`src/rtl/stream_pkg.sv`:
```
// Shared definitions for the framing stage and its skid buffer.
package stream_pkg;

    localparam int unsigned DW      = 8;
    localparam int unsigned LW      = 5;
    localparam int unsigned MAX_LEN = (1 << LW) - 1;

    typedef struct packed {
        logic          last;
        logic          nw;
        logic [DW-1:0] data;
    } beat_t;

endpackage

```
`src/rtl/stream_framer_if.sv`:
```
// Byte-stream handshake bundle around the framer: input stream plus tagged output stream.
interface stream_framer_if #(
    parameter int unsigned DW = stream_pkg::DW
);
    logic [DW-1:0] s_data;
    logic          s_valid;
    logic          s_ready;
    logic          s_last;
    logic [DW-1:0] m_data;
    logic          m_valid;
    logic          m_ready;
    logic          m_last;
    logic          m_nw;

    // master: the framer itself (drives the tagged output stream)
    modport master (
        input  s_data, s_valid, s_last, m_ready,
        output s_ready, m_data, m_valid, m_last, m_nw
    );

    // slave: the surrounding source/sink
    modport slave (
        output s_data, s_valid, s_last, m_ready,
        input  s_ready, m_data, m_valid, m_last, m_nw
    );
endinterface

```
`src/rtl/axis_skid2.sv`:
```
// Two-entry registered skid buffer; s_ready and m_valid are both flops, so no
// combinational path runs from m_ready to s_ready.
module axis_skid2
    import stream_pkg::*;
#(
    parameter type T = beat_t
) (
    input  logic clk,
    input  logic reset,
    input  T     s_beat,
    input  logic s_valid,
    output logic s_ready,
    output T     m_beat,
    output logic m_valid,
    input  logic m_ready
);

    typedef enum logic [1:0] {EMPTY, ONE, FULL} occ_t;

    occ_t occ;
    T     e1;
    logic in_fire;
    logic out_fire;

    assign in_fire  = s_valid && s_ready;
    assign out_fire = m_valid && m_ready;

    // m_beat is the head entry; e1 only holds the beat that arrived while the head stalled
    always_ff @(posedge clk or posedge reset) begin
        if (reset) begin
            occ     <= EMPTY;
            m_beat  <= '0;
            e1      <= '0;
            m_valid <= 1'b0;
            s_ready <= 1'b1;
        end else begin
            case (occ)
                EMPTY: begin
                    if (in_fire) begin
                        m_beat  <= s_beat;
                        m_valid <= 1'b1;
                        occ     <= ONE;
                    end
                end
                ONE: begin
                    if (in_fire && out_fire) begin
                        m_beat <= s_beat;
                    end else if (in_fire) begin
                        e1      <= s_beat;
                        s_ready <= 1'b0;
                        occ     <= FULL;
                    end else if (out_fire) begin
                        m_valid <= 1'b0;
                        occ     <= EMPTY;
                    end
                end
                FULL: begin
                    if (out_fire) begin
                        m_beat  <= e1;
                        s_ready <= 1'b1;
                        occ     <= ONE;
                    end
                end
                default: begin
                    occ     <= EMPTY;
                    m_valid <= 1'b0;
                    s_ready <= 1'b1;
                end
            endcase
        end
    end

endmodule

```
`src/rtl/stream_framer.sv`:
```
// Cuts a byte stream into cfg_len-beat frames and tags each beat with
// end-of-frame (m_last) and trailing-window (m_nw) flags.
module stream_framer
    import stream_pkg::*;
#(
    parameter int unsigned DW = stream_pkg::DW,
    parameter int unsigned LW = stream_pkg::LW
) (
    input  logic          clk,
    input  logic          reset,
    stream_framer_if.master io,
    input  logic [LW-1:0] cfg_len,
    input  logic [LW-1:0] cfg_k,
    output logic [7:0]    frm_cnt,
    output logic          err_short
);

    typedef struct packed {
        logic          last;
        logic          nw;
        logic [DW-1:0] data;
    } frame_beat_t;

    logic [LW-1:0] idx;
    logic [LW-1:0] len_q;
    logic [LW-1:0] k_q;
    logic [LW-1:0] cur_len;
    logic [LW-1:0] cur_k;
    logic [LW-1:0] len_m1;
    logic [LW:0]   thr;
    logic          tag_nw;
    logic          tag_last;
    logic          short_end;
    logic          in_fire;
    frame_beat_t   in_beat;
    frame_beat_t   out_beat;

    assign in_fire = io.s_valid && io.s_ready;

    // On the first beat of a frame the live config is used, since that is the value being latched
    always_comb begin
        cur_len   = (idx == '0) ? ((cfg_len == '0) ? LW'(1) : cfg_len) : len_q;
        cur_k     = (idx == '0) ? cfg_k : k_q;
        len_m1    = cur_len - 1'b1;
        thr       = (cur_k >= cur_len) ? '0 : ({1'b0, cur_len} - {1'b0, cur_k});
        tag_nw    = ({1'b0, idx} >= thr);
        tag_last  = (idx == len_m1) || io.s_last;
        short_end = io.s_last && (idx != len_m1);
        in_beat   = '{last: tag_last, nw: tag_nw, data: io.s_data};
    end

    always_ff @(posedge clk or posedge reset) begin
        if (reset) begin
            idx       <= '0;
            len_q     <= '0;
            k_q       <= '0;
            frm_cnt   <= '0;
            err_short <= 1'b0;
        end else if (in_fire) begin
            if (idx == '0) begin
                len_q <= cur_len;
                k_q   <= cur_k;
            end
            if (tag_last) begin
                idx     <= '0;
                frm_cnt <= frm_cnt + 1'b1;
            end else begin
                idx <= idx + 1'b1;
            end
            if (short_end) begin
                err_short <= 1'b1;
            end
        end
    end

    axis_skid2 #(.T(frame_beat_t)) u_skid (
        .clk     (clk),
        .reset   (reset),
        .s_beat  (in_beat),
        .s_valid (io.s_valid),
        .s_ready (io.s_ready),
        .m_beat  (out_beat),
        .m_valid (io.m_valid),
        .m_ready (io.m_ready)
    );

    assign io.m_data = out_beat.data;
    assign io.m_last = out_beat.last;
    assign io.m_nw   = out_beat.nw;

endmodule

```
`src/flat_wrapper.sv`:
```
// flat-port wrapper written by rule: the top's interface ports become plain ports
module stream_framer_flat import stream_pkg::*;
#(
    parameter int unsigned DW = stream_pkg::DW,
    parameter int unsigned LW = stream_pkg::LW
)
  (clk, reset, cfg_len, cfg_k, frm_cnt, err_short, io_s_data, io_s_valid, io_s_last, io_m_ready, io_s_ready, io_m_data, io_m_valid, io_m_last, io_m_nw);
  stream_framer_if #(.DW(DW)) io_i ();
  input  logic clk;
  input  logic reset;
  input  logic [LW-1:0] cfg_len;
  input  logic [LW-1:0] cfg_k;
  output logic [7:0] frm_cnt;
  output logic err_short;
  input wire logic [$bits(io_i.s_data)-1:0] io_s_data;
  input wire logic [$bits(io_i.s_valid)-1:0] io_s_valid;
  input wire logic [$bits(io_i.s_last)-1:0] io_s_last;
  input wire logic [$bits(io_i.m_ready)-1:0] io_m_ready;
  output wire logic [$bits(io_i.s_ready)-1:0] io_s_ready;
  output wire logic [$bits(io_i.m_data)-1:0] io_m_data;
  output wire logic [$bits(io_i.m_valid)-1:0] io_m_valid;
  output wire logic [$bits(io_i.m_last)-1:0] io_m_last;
  output wire logic [$bits(io_i.m_nw)-1:0] io_m_nw;
  assign io_i.s_data = io_s_data;
  assign io_i.s_valid = io_s_valid;
  assign io_i.s_last = io_s_last;
  assign io_i.m_ready = io_m_ready;
  assign io_s_ready = io_i.s_ready;
  assign io_m_data = io_i.m_data;
  assign io_m_valid = io_i.m_valid;
  assign io_m_last = io_i.m_last;
  assign io_m_nw = io_i.m_nw;
  stream_framer #(.DW(DW), .LW(LW)) u_core (.clk(clk), .reset(reset), .io(io_i), .cfg_len(cfg_len), .cfg_k(cfg_k), .frm_cnt(frm_cnt), .err_short(err_short));
endmodule
```
`config.mk`:
```
export PLATFORM = sky130hd
export DESIGN_NAME = stream_framer_flat
export DESIGN_NICKNAME = d
export VERILOG_FILES = /design/src/rtl/stream_pkg.sv /design/src/rtl/stream_framer_if.sv /design/src/rtl/axis_skid2.sv /design/src/rtl/stream_framer.sv /design/src/flat_wrapper.sv
export SDC_FILE = /design/constraint.sdc
export NUM_CORES = 1
export LEC_CHECK = 0
export ABC_AREA = 1
export BUFFER_PORTS_ARGS = -buffer_cell sky130_fd_sc_hd__buf_4
export CAP_MARGIN = 30
export CORE_ASPECT_RATIO = 1.25
export CORE_UTILIZATION = 25
export CTS_CLUSTER_SIZE = 10
export DETAILED_ROUTE_END_ITERATION = 7
export GPL_TIMING_DRIVEN = 0
export PLACE_DENSITY = 0.45
export SLEW_MARGIN = 10
export SYNTH_ARGS = -nofsm -noshare
export SYNTH_HDL_FRONTEND = slang
export SYNTH_SLANG_ARGS = --single-unit
```
`constraint.sdc`:
```
create_clock -name clk -period 5.5 [get_ports clk]
set_input_delay 0.275 -clock clk [delete_from_list [all_inputs] [get_ports clk]]
set_output_delay 0.275 -clock clk [all_outputs]
set_load 0.005 [all_outputs]
```
==> flow_metrics.tcl <==
set metrics [dict create \
    power.net_switching_w 0.001108 \
    netSwitchingFraction 0.4592 \
    portion_of_total_power_attributed_to_combinational_logic 0.602 \
    post_drt_wl_per_cell_um 12.55 \
    max-cap-violations 0 \
    grt_pass1_vias 2614 \
    drt_iter0_markers 111 \
    yosys.area_share.adder 0.06701 \
    pin_count 44 \
    critical_path.reg2reg.endpoint "u_core.u_skid.m_beat[8]" \
    synth_nets 421 \
    maxSlewHeadroom 0.5338 \
    synthToLayoutAreaGrowth_pct 23.54 \
    yosysTopAreaCellShare 0.4038 \
    finalNonFillerCells 571 \
    synthSimpleGateAreaFrac 0.3192 \
    cts-buffers-inserted 5 \
    pre_cts_slack_ps 1351 \
    netlist_area_before_placement_sq_um 2913 \
    design_area_sq_um 3598 \
    path_max_fanout 10 \
    yosysWarningCount 0 \
    postSynthRegisterBits 48 \
    count_of_flip_flops_with_a_built_in_enable_after_synthesis 0 \
    end_kind "register" \
    timing.final.setup_violations 0 \
    dieWidth_um 98.55 \
    dr_total_vias 2576 \
    crit_slowest_cell "sky130_fd_sc_hd__dfrtp_1" \
    io_buffer_count 43 \
    n_antenna_cell 0 \
    post-route-period-util 0.7501 \
    grt_max_degree 32 \
    min_delay_path_depth 3 \
    worst_ep_required_time_ps 5690 \
    setup_slack_ps 1375 \
    groute.usage.overall 0.1324 \
    ff2ff_path_depth 29 \
    numClockSinks 48 \
    final_net_count 473 \
    final_max_tran_viols 0 \
    clock_tree_buf_depth 2 \
    sequential_fraction_of_the_synthesis_area 0.4128 \
    post_route_clock_skew_ps 4.833 \
    ir_worst_vdd_mv 0.1838 \
    post_drt_via_cell_ratio 4.511 \
    power.clock.fraction 0.146 \
    initial_core_util 0.2590 \
    main_combinational_cell_family_by_area_after_synthesis "simple AND/OR/NAND/NOR gates" \
    type_of_the_worst_setup_path "reg2reg" \
    cts.repair_timing.setup_buffer_count 0 \
    worstHoldStart "io_s_data[5]" \
    synthXorXnorAreaFrac 0.03308 \
    timing.setup.tns_ps 0 \
    p_per_area_nw_per_um2 670.6 \
    cell_class_contributing_the_biggest_share_of_worst_path_delay "simple AND/OR/NAND/NOR gates" \
    min_to "u_core.u_skid.e1[5]" \
    critical-path-max-stage-delay_ps 410 \
    worstSkewPairLatency_ps 290 \
    intPower_w 0.001305 \
    finalHoldViolCount 0 \
    post_synth_most_frequent_cells "sky130_fd_sc_hd__nand2_1, sky130_fd_sc_hd__dfrtp_1, sky130_fd_sc_hd__inv_1" \
    fillerInstances 1174 \
    first_pass_iters 4 \
    clock_transition_at_the_registers_of_the_reported_paths_ps 70 \
    rows 43 \
    netlist_top_cells_area "sky130_fd_sc_hd__dfrtp_1, sky130_fd_sc_hd__nand2_1, sky130_fd_sc_hd__ha_1" \
    synthFlopType "sky130_fd_sc_hd__dfrtp_1" \
    drt.antenna.violating_nets 0 \
    global_route.overflow_total 0 \
    rr_startpoint "u_core.idx[0]" \
    placedInstanceArea_sq_um 3425 \
    holdCritPathClass "in2reg" \
    postSynth.asyncResetShare 1.000 \
    muxShareOfSynthArea 0 \
    postCtsResizedCells 0 \
    reg2reg_setup_slack_ps 1370 \
    dp_hpwl_mm 5.421 \
    layout-drive-gt1-share 0.1858 \
    outcome "finished clean" \
    rsz0062_at_grt "no" \
    drc 0 \
    power.sequential.fraction 0.252 \
    critical_path_buf_inv_count 6 \
    cp_data_arrival_time_ps 4310 \
    synth.distinct_cells 35 \
    critical_path.most_common_cell "sky130_fd_sc_hd__nand2_1" \
    synth_area_leader_cell "sky130_fd_sc_hd__dfrtp_1" \
    synthesized_area_per_cell_sq_um 7.605 \
    clock_tree.htree_level_count 2 \
    wl_mm 7.165 \
    total_instance_count_after_detailed_placement 562 \
    synth-compound-area-share 0.08978 \
    syn-instance-count 383 \
    fmaxAchievable_ghz 0.2424 \
    tightestPinTransition_ps 699.4 \
    p_leak_nw 1.856 \
    root_buffer "sky130_fd_sc_hd__clkbuf_16" \
    tritoncts "done" \
    totalPowerFinal_w 0.002413 \
    overall_die_height_um 122.7 \
    post_cts_hold_buffer_count 1 \
    layout_min_cycle_time_ps 4125 \
    antenna_found_initial 0 \
    floorplan.core_area_sq_um 11240 \
    gp_routability_congestion 0.7549 \
    startpoint_type "register" \
    synth.most_common_cell "sky130_fd_sc_hd__nand2_1" \
    area_enclosed_by_the_die_boundary_sq_um 12090 \
    grt_pass1_wl_mm 12.47 \
]
-- stage by stage --
step,utilization,hold slack (ps)
floorplan,-,384.6
global placement,0.3028,464.2
detailed placement,0.3046,311.7
CTS,0.3200,176.7
global route,0.3200,186.9
finish,0.3200,181.9
-- power by group through the flow --
stage,Combinational (W),Clock [W],Sequential (W)
after floorplan,0.00109,0,0.000594
after global placement,0.00146,0,0.000611
after detailed placement,0.00148,0,0.000611
after CTS,0.00149,0.000359,0.000608
after global routing,0.00172,0.000371,0.000628
final,0.00145,0.000352,0.000608
-- layout make-up --
cell class | instances | area, sq um | area share
clock buffers | 6 | 128.9 | 0.03581
flip-flops and latches | 48 | 1202 | 0.3341
plain buffers | 10 | 58.81 | 0.01634
multi-input cells | 280 | 1483 | 0.4120
clock inverters | 2 | 35.03 | 0.009736
well taps | 135 | 168.9 | 0.04694
repair buffers | 45 | 352.8 | 0.09805
inverters | 45 | 168.9 | 0.04694
-- per-layer routing --
layer / vias up / wire length [um] / track usage
met5: - / 0 / 0
met4: 0 / 117 / 0.05037
met3: 6 / 247 / 0.02677
met2: 32 / 3657 / 0.2408
met1: 1221 / 3143 / 0.1531
li1: 1317 / - / -
-- registers in the layout (all words and copies together), names as in the netlist --
register               flops
u_core.u_skid.occ          2
u_core.u_skid.s_ready      1
u_core.k_q                 5
u_core.u_skid.e1          10
u_core.u_skid.m_beat      10
u_core.err_short           1
u_core.u_skid.m_valid      1
u_core.idx                 5
u_core.frm_cnt             8
u_core.len_q               5
-- logic make-up (layout without fill, tap and decap cells) --
family	Yosys count	in the layout
buffers and inverters	55	108
AOI/OAI and AO/OA	46	46
DFF	48	48
adders and majority gates	15	15
xor gates and xnor gates	11	11
and+or+nand+nor	208	208
-- placed cells by master, fill, tap and decap left out, types with 2 or more instances in the layout --
cell / count
sky130_fd_sc_hd__a21oi_1: 10
sky130_fd_sc_hd__nand3_1: 23
sky130_fd_sc_hd__clkbuf_16: 5
sky130_fd_sc_hd__nor2_2: 3
sky130_fd_sc_hd__nor2_4: 2
sky130_fd_sc_hd__nand3b_1: 3
sky130_fd_sc_hd__ha_1: 14
sky130_fd_sc_hd__o22ai_1: 2
sky130_fd_sc_hd__o21ai_0: 20
sky130_fd_sc_hd__buf_2: 2
sky130_fd_sc_hd__xnor2_1: 5
sky130_fd_sc_hd__nand2_1: 134
sky130_fd_sc_hd__nand3_2: 6
sky130_fd_sc_hd__nor2_1: 21
sky130_fd_sc_hd__xor2_1: 6
sky130_fd_sc_hd__nand4_1: 4
sky130_fd_sc_hd__dfrtp_1: 47
sky130_fd_sc_hd__nand2_4: 2
sky130_fd_sc_hd__nand2_2: 7
sky130_fd_sc_hd__inv_1: 43
sky130_fd_sc_hd__buf_4: 43
sky130_fd_sc_hd__a31oi_1: 8
sky130_fd_sc_hd__clkbuf_1: 7
-- how the worst max path moves through the flow --
stage                              from                       to  cells after the start
after floorplan           u_core.idx[0]  u_core.u_skid.m_beat[8]                     29
after global placement    u_core.idx[0]  u_core.u_skid.m_beat[8]                     29
after detailed placement  u_core.idx[0]  u_core.u_skid.m_beat[8]                     29
after CTS                 u_core.idx[0]  u_core.u_skid.m_beat[8]                     29
after global routing      u_core.idx[0]  u_core.u_skid.m_beat[8]                     29
final                     u_core.idx[0]  u_core.u_skid.m_beat[8]                     29
-- worst register-to-register path: cells and delay by family, from the launching register on --
| kind | cells | cell delay, ps |
|---|---|---|
| AND/OR/NAND/NOR | 14 | 1220 |
| flip-flops | 1 | 410 |
| adder cells (fa/ha/maj) | 4 | 1000 |
| AO/OA/AOI/OAI | 5 | 820 |
| buffers and inverters | 6 | 580 |
(Power assumes the default switching activity.)
